===== config.mk =====
export PLATFORM = sky130hd
export DESIGN_NAME = add_arb2
export DESIGN_NICKNAME = d
export VERILOG_FILES = /design/src/rtl/add_arb2.sv
export SDC_FILE = /design/constraint.sdc
export NUM_CORES = 1
export LEC_CHECK = 0
export ABC_CLOCK_PERIOD_IN_PS = 1700
export CORE_ASPECT_RATIO = 0.5
export CORE_MARGIN = 8
export CORE_UTILIZATION = 35
export CTS_BUF_LIST = sky130_fd_sc_hd__clkbuf_2
export DETAILED_ROUTE_END_ITERATION = 10
export GPL_TIMING_DRIVEN = 0
export MAX_ROUTING_LAYER = met4
export PLACE_DENSITY = 0.73
export SYNTH_ARGS = -nofsm -noshare
export SYNTH_HDL_FRONTEND = slang
export SYNTH_SLANG_ARGS = --single-unit

===== constraint.sdc =====
create_clock -name clock -period 1.7 [get_ports clock]
set_clock_uncertainty 0.05 [all_clocks]
set_input_delay 0.425 -clock clock [delete_from_list [all_inputs] [get_ports clock]]
set_output_delay 0.425 -clock clock [all_outputs]
set_load 0.03 [all_outputs]

===== src/rtl/add_arb2.sv =====
// ---------------------------------------------------------------------------
// add_arb2 -- two-requester round-robin front end for one shared, pipelined
// W-bit adder.
//
// Each clock at most one requester is granted.  The granted operands are
// registered onto the adder operand bus.  A {valid, id} tag travels alongside
// every issued operation so that its sum/carry is returned, LAT+1 clocks after
// the grant edge, to the requester that issued it.  The block does no
// arithmetic of its own; the adder's carry-out is passed back unmodified.
//
// Parameters
//   W    operand / sum width
//   LAT  adder latency, in clocks, from add_a/add_b/add_ci to add_s/add_co (1..8)
//
// Ports
//   clock, reset_n          rising-edge clock, asynchronous active-low reset
//   req0/1                  requests, held high until granted
//   a0/b0/ci0, a1/b1/ci1    operands of requester 0 / 1
//   gnt0/1                  combinational grants (operands consumed that cycle)
//   add_a/add_b/add_ci      registered operand bus to the adder
//   add_s/add_co            adder result
//   rsp_valid0/1            one-clock response pulse for requester 0 / 1
//   rsp_s/rsp_co            returned sum / carry-out (hold between responses)
//
// Optional build macro ADD_ARB2_STATS_EN adds 16-bit wrapping counters:
//   gcnt0/gcnt1  grants issued to requester 0 / 1
//   ccnt         cycles in which both requesters were asking
// ---------------------------------------------------------------------------
module add_arb2 #(
  parameter int W   = 32,
  parameter int LAT = 2
) (
  input  logic         clock,
  input  logic         reset_n,
  input  logic         req0,
  input  logic         req1,
  input  logic [W-1:0] a0,
  input  logic [W-1:0] b0,
  input  logic         ci0,
  input  logic [W-1:0] a1,
  input  logic [W-1:0] b1,
  input  logic         ci1,
  output logic         gnt0,
  output logic         gnt1,
  output logic [W-1:0] add_a,
  output logic [W-1:0] add_b,
  output logic         add_ci,
  input  logic [W-1:0] add_s,
  input  logic         add_co,
  output logic         rsp_valid0,
  output logic         rsp_valid1,
  output logic [W-1:0] rsp_s,
  output logic         rsp_co
`ifdef ADD_ARB2_STATS_EN
  ,
  output logic [15:0]  gcnt0,
  output logic [15:0]  gcnt1,
  output logic [15:0]  ccnt
`endif
);

  // Priority pointer: 0 -> requester 0 wins a tie, 1 -> requester 1 wins.
  logic         ptr_q, ptr_d;
  logic         gnt0_raw, gnt1_raw, any_gnt;

  logic [W-1:0] add_a_q, add_a_d;
  logic [W-1:0] add_b_q, add_b_d;
  logic         add_ci_q, add_ci_d;

  // Tag stage 0 is aligned with the operand register; stage j holds the tag
  // of the operation whose operands were presented j clocks ago, so stage
  // LAT lines up with the adder result it describes.
  logic [LAT:0] tag_vld_q, tag_vld_d;
  logic [LAT:0] tag_id_q, tag_id_d;

  logic         rsp_valid0_q, rsp_valid0_d;
  logic         rsp_valid1_q, rsp_valid1_d;
  logic [W-1:0] rsp_s_q, rsp_s_d;
  logic         rsp_co_q, rsp_co_d;

  // Arbitration.  The raw grants feed the registers (which are held in reset
  // anyway); the outputs are additionally masked while reset is asserted.
  always_comb begin
    gnt0_raw = req0 & (~req1 | ~ptr_q);
    gnt1_raw = req1 & (~req0 | ptr_q);
    any_gnt  = gnt0_raw | gnt1_raw;
  end

  assign gnt0 = gnt0_raw & reset_n;
  assign gnt1 = gnt1_raw & reset_n;

  // Issue: pointer moves to the requester that was not served; the operand
  // bus only changes on a grant so the adder inputs never toggle when idle.
  always_comb begin
    ptr_d    = ptr_q;
    add_a_d  = add_a_q;
    add_b_d  = add_b_q;
    add_ci_d = add_ci_q;
    if (gnt0_raw) begin
      ptr_d    = 1'b1;
      add_a_d  = a0;
      add_b_d  = b0;
      add_ci_d = ci0;
    end else if (gnt1_raw) begin
      ptr_d    = 1'b0;
      add_a_d  = a1;
      add_b_d  = b1;
      add_ci_d = ci1;
    end
  end

  // Tag shift and response routing.
  always_comb begin
    tag_vld_d    = {tag_vld_q[LAT-1:0], any_gnt};
    tag_id_d     = {tag_id_q[LAT-1:0], gnt1_raw};
    rsp_valid0_d = tag_vld_q[LAT] & ~tag_id_q[LAT];
    rsp_valid1_d = tag_vld_q[LAT] &  tag_id_q[LAT];
    rsp_s_d      = rsp_s_q;
    rsp_co_d     = rsp_co_q;
    if (tag_vld_q[LAT]) begin
      rsp_s_d  = add_s;
      rsp_co_d = add_co;
    end
  end

  // ---- issue stage: pointer, operand bus, tag valid bits ----
  always_ff @(posedge clock or negedge reset_n) begin
    if (!reset_n) begin
      ptr_q     <= 1'b0;
      add_a_q   <= '0;
      add_b_q   <= '0;
      add_ci_q  <= 1'b0;
      tag_vld_q <= '0;
    end else begin
      ptr_q     <= ptr_d;
      add_a_q   <= add_a_d;
      add_b_q   <= add_b_d;
      add_ci_q  <= add_ci_d;
      tag_vld_q <= tag_vld_d;
    end
  end

  // Tag ids are qualified by the valid bits, so they need no reset.
  always_ff @(posedge clock) begin
    tag_id_q <= tag_id_d;
  end

  // ---- response stage ----
  always_ff @(posedge clock or negedge reset_n) begin
    if (!reset_n) begin
      rsp_valid0_q <= 1'b0;
      rsp_valid1_q <= 1'b0;
      rsp_s_q      <= '0;
      rsp_co_q     <= 1'b0;
    end else begin
      rsp_valid0_q <= rsp_valid0_d;
      rsp_valid1_q <= rsp_valid1_d;
      rsp_s_q      <= rsp_s_d;
      rsp_co_q     <= rsp_co_d;
    end
  end

  assign add_a      = add_a_q;
  assign add_b      = add_b_q;
  assign add_ci     = add_ci_q;
  assign rsp_valid0 = rsp_valid0_q;
  assign rsp_valid1 = rsp_valid1_q;
  assign rsp_s      = rsp_s_q;
  assign rsp_co     = rsp_co_q;

`ifdef ADD_ARB2_STATS_EN
  logic [15:0] gcnt0_q, gcnt0_d;
  logic [15:0] gcnt1_q, gcnt1_d;
  logic [15:0] ccnt_q, ccnt_d;

  // Contention always produces a grant, so every increment lands on an edge
  // where the pointer also moves.  Counters wrap naturally at 16 bits.
  always_comb begin
    gcnt0_d = gcnt0_q;
    gcnt1_d = gcnt1_q;
    ccnt_d  = ccnt_q;
    if (gnt0_raw)     gcnt0_d = gcnt0_q + 16'd1;
    if (gnt1_raw)     gcnt1_d = gcnt1_q + 16'd1;
    if (req0 && req1) ccnt_d  = ccnt_q + 16'd1;
  end

  always_ff @(posedge clock or negedge reset_n) begin
    if (!reset_n) begin
      gcnt0_q <= '0;
      gcnt1_q <= '0;
      ccnt_q  <= '0;
    end else begin
      gcnt0_q <= gcnt0_d;
      gcnt1_q <= gcnt1_d;
      ccnt_q  <= ccnt_d;
    end
  end

  assign gcnt0 = gcnt0_q;
  assign gcnt1 = gcnt1_q;
  assign ccnt  = ccnt_q;
`endif

endmodule


==> results.cfg <==
[route]
detail_route.drc_violations = 0
finalWirelength_um = 19700
detailedRoute.firstIterationViolations = 269
route.vias.total = 5003
route.antenna.remaining_nets = 0
post_drt_wl_per_cell_um = 20.4
drt_first_pass_iters = 5
via_per_inst = 5.17

[floorplan]
initial_core_util_pct = 36.2
fp.dieW_um = 184
die-area_um2 = 18400
num_io_pins = 269
design.core.area_um2 = 13700
floorplan.die.height_um = 100
std_cell_rows = 30

[logic_synthesis]
synth_cell_types = 20
gate_count_after_technology_mapping = 457
synth_area_um2 = 4950
ys_ff_latch = 107
proportion_of_synthesized_chip_area_in_sequential_cells_pct = 53.8
yosysWarnings = 0
synth_area_leaders = dfrtp_1 53%, o32ai_1 11%, nand2b_1 8.2%
net_count_after_synthesis = 624
synthDominantCellAreaShare_pct = 52.5
synthesis.area_per_instance_um2 = 10.8
synthDominantAreaCellType = dfrtp_1

[worst_setup_path]
timing.reg2reg.setup_slack_ps = 100
worstSetupStartpointType = flip-flop
worst-endpoint-arrival_ps = 1650
path_max_fanout = 4
wp_data_required_ps = 1220
timing.critical_path.to_type = primary output
timing.rr.start = ptr_q
worst_setup_path_startpoint = ptr_q
worstSetupPathType = flip-flop to primary output

[power]
report.power.total_uw = 6900
power_leakage_uw = 0.00347
power.density_nw_per_um2 = 811
irDropWorstVdd_mv = 0.302

[grt]
grt_pass1_wl_um = 30300
groute.usage.overall_pct = 21.4
pin_count_of_the_biggest_net_entering_global_routing = 40
first_global_vias = 5438
grt_remaining_overflow = 0
antenna_found_initial = 0

[sta]
rsz0062_at_grt = yes
fin_crit_period_ps = 2120
worst_pin_slew_ps = 538
setup_violations_final = 33
relSlewSlack_pct = 64.1
layout_setup_ws_ps = -423
maxClockFrequency_mhz = 471
hold_viol_final = 0
post-route-period-util_pct = 125
timing.final.max_slew_violations = 0
fin_worst_hold_slack_ps = 123

[clocking]
cts-root-to-sink-buffers = 2
cts.htree.levels = 3
clk_transition_reported_paths_ps = 300
cts_made_buffers = 9
clock_insertion_delay_at_the_later_pin_of_the_skew_report_ps = 610
clock-sinks = 107
ctsRootBufferMaster = clkbuf_2
tritoncts_clock_tree = yes

[run]
max-cap-violations = 0

[place]
routabilityCongestion = 0.844
dp_hpwl_um = 14600
place.port_buffers = 267

[final_layout]
insertedDiodeCount = 0
count_of_fill_cells_added_during_filler_insertion = 1135
drive_gt1_share_pct = 27.6
nNetsFinal = 937
area_delta_synth_final_pct = 71.8

[run_status]
status = finished, violations left
failed_checks = negative setup slack

[min_path]
holdCritPathClass = primary input to flip-flop
min-delay-start = req1
repair_timing:
action                                  in CTS  in global routing
cloned                                       0                  0
pin swaps                                    1                  2
hold buffers                                 8                  0
setup buffers                               18                  9
endpoints found under the setup margin     102                145
hold endpoints to repair                    61                  0
resized for setup                          724                  3
stage by stage:
step                worst slack [ps]  utilization, %  cells  TNS (ps)  area, um^2
floorplan                       18.0               -    457         0        4960
global placement               -4580            57.4    916   -472200        7870
detailed placement             -1000            57.8    918    -35380        7920
CTS                             -477            61.6    959     -4430        8440
global route                    -482            62.1    967     -6710        8510
finish                          -423            62.1    967     -1230        8510
worst max-delay path: stages, from the launching register on:
cell and delay, ps:
dfrtp_2 520, buf_6 130, buf_8 110, a21oi_4 130, buf_6 150
cells in the mapped netlist:
master	count
and2_1	2
buf_2	16
o21ai_0	65
buf_1	3
a21oi_1	66
nand2b_1	65
buf_6	4
inv_2	1
dfrtp_1	104
nor2b_4	1
nor2b_1	1
or2_2	1
dfxtp_1	3
o32ai_1	65
mux2_2	33
a21o_1	1
buf_4	1
clkbuf_1	23
nand2_1	1
nor2_1	1
registers in the layout (all words and copies together), names as in the netlist, 3 cells and up:
register	flops
tag_vld_q	3
add_a	32
add_b	32
rsp_s	32
tag_id_q	3
worst paths after layout:
path | endpoint | cells after the start
max | gnt0 | 4
min | tag_vld_q[0] | 2
max reg2reg | add_a[1] | 5
min reg2reg | tag_id_q[2] | 0
max in group asynchronous | add_b[14] | 7
min in group asynchronous | add_a[7] | 7
routing by layer:
metal	up-vias	GRT usage, %	part of all wire [%]
met1	2435	23.9	39
li1	2338	-	-
met5	-	-	0
met4	0	6.84	2.5
met3	41	4.04	4.5
met2	189	38.4	54
final cells by class:
cell class	count	area, um^2	area share (%)
buffer	45	231	2.72
clock buffer	10	50.0	0.588
clock inverter	6	51.3	0.603
inverter	1	3.75	0.0441
multi-input combinational	302	2080	24.4
sequential	107	2660	31.3
tap	192	240	2.82
timing repair buffer	304	3190	37.5
power breakdown:
group          internal, uW  switching [uW]
clock                   225             929
combinational          1340            1360
sequential             2840             205
total                  4400            2490
layout by cell type, fill, tap and decap left out, types with 2 or more instances in the layout:
cell type	synthesis	routed
dfxtp_1	3	3
nand2b_1	65	65
clkinv_4	0	3
buf_1	3	3
a21oi_1	66	65
clkdlybuf4s50_1	0	163
mux2_2	33	33
clkbuf_1	23	22
dlygate4sd3_1	0	2
dfrtp_1	104	103
buf_4	1	29
clkbuf_2	0	10
o32ai_1	65	65
buf_6	4	106
buf_2	16	14
buf_12	0	7
o21ai_0	65	65
cells by family (layout without fill, tap and decap cells):
group | after synthesis | after routing | synth area share, %
compound gates | 197 | 197 | 24.9
flops | 107 | 107 | 53.8
simple gates | 72 | 72 | 9.14
buf+inv | 48 | 366 | 4.72
mux | 33 | 33 | 7.50
Power figures use the tool's default switching activity.
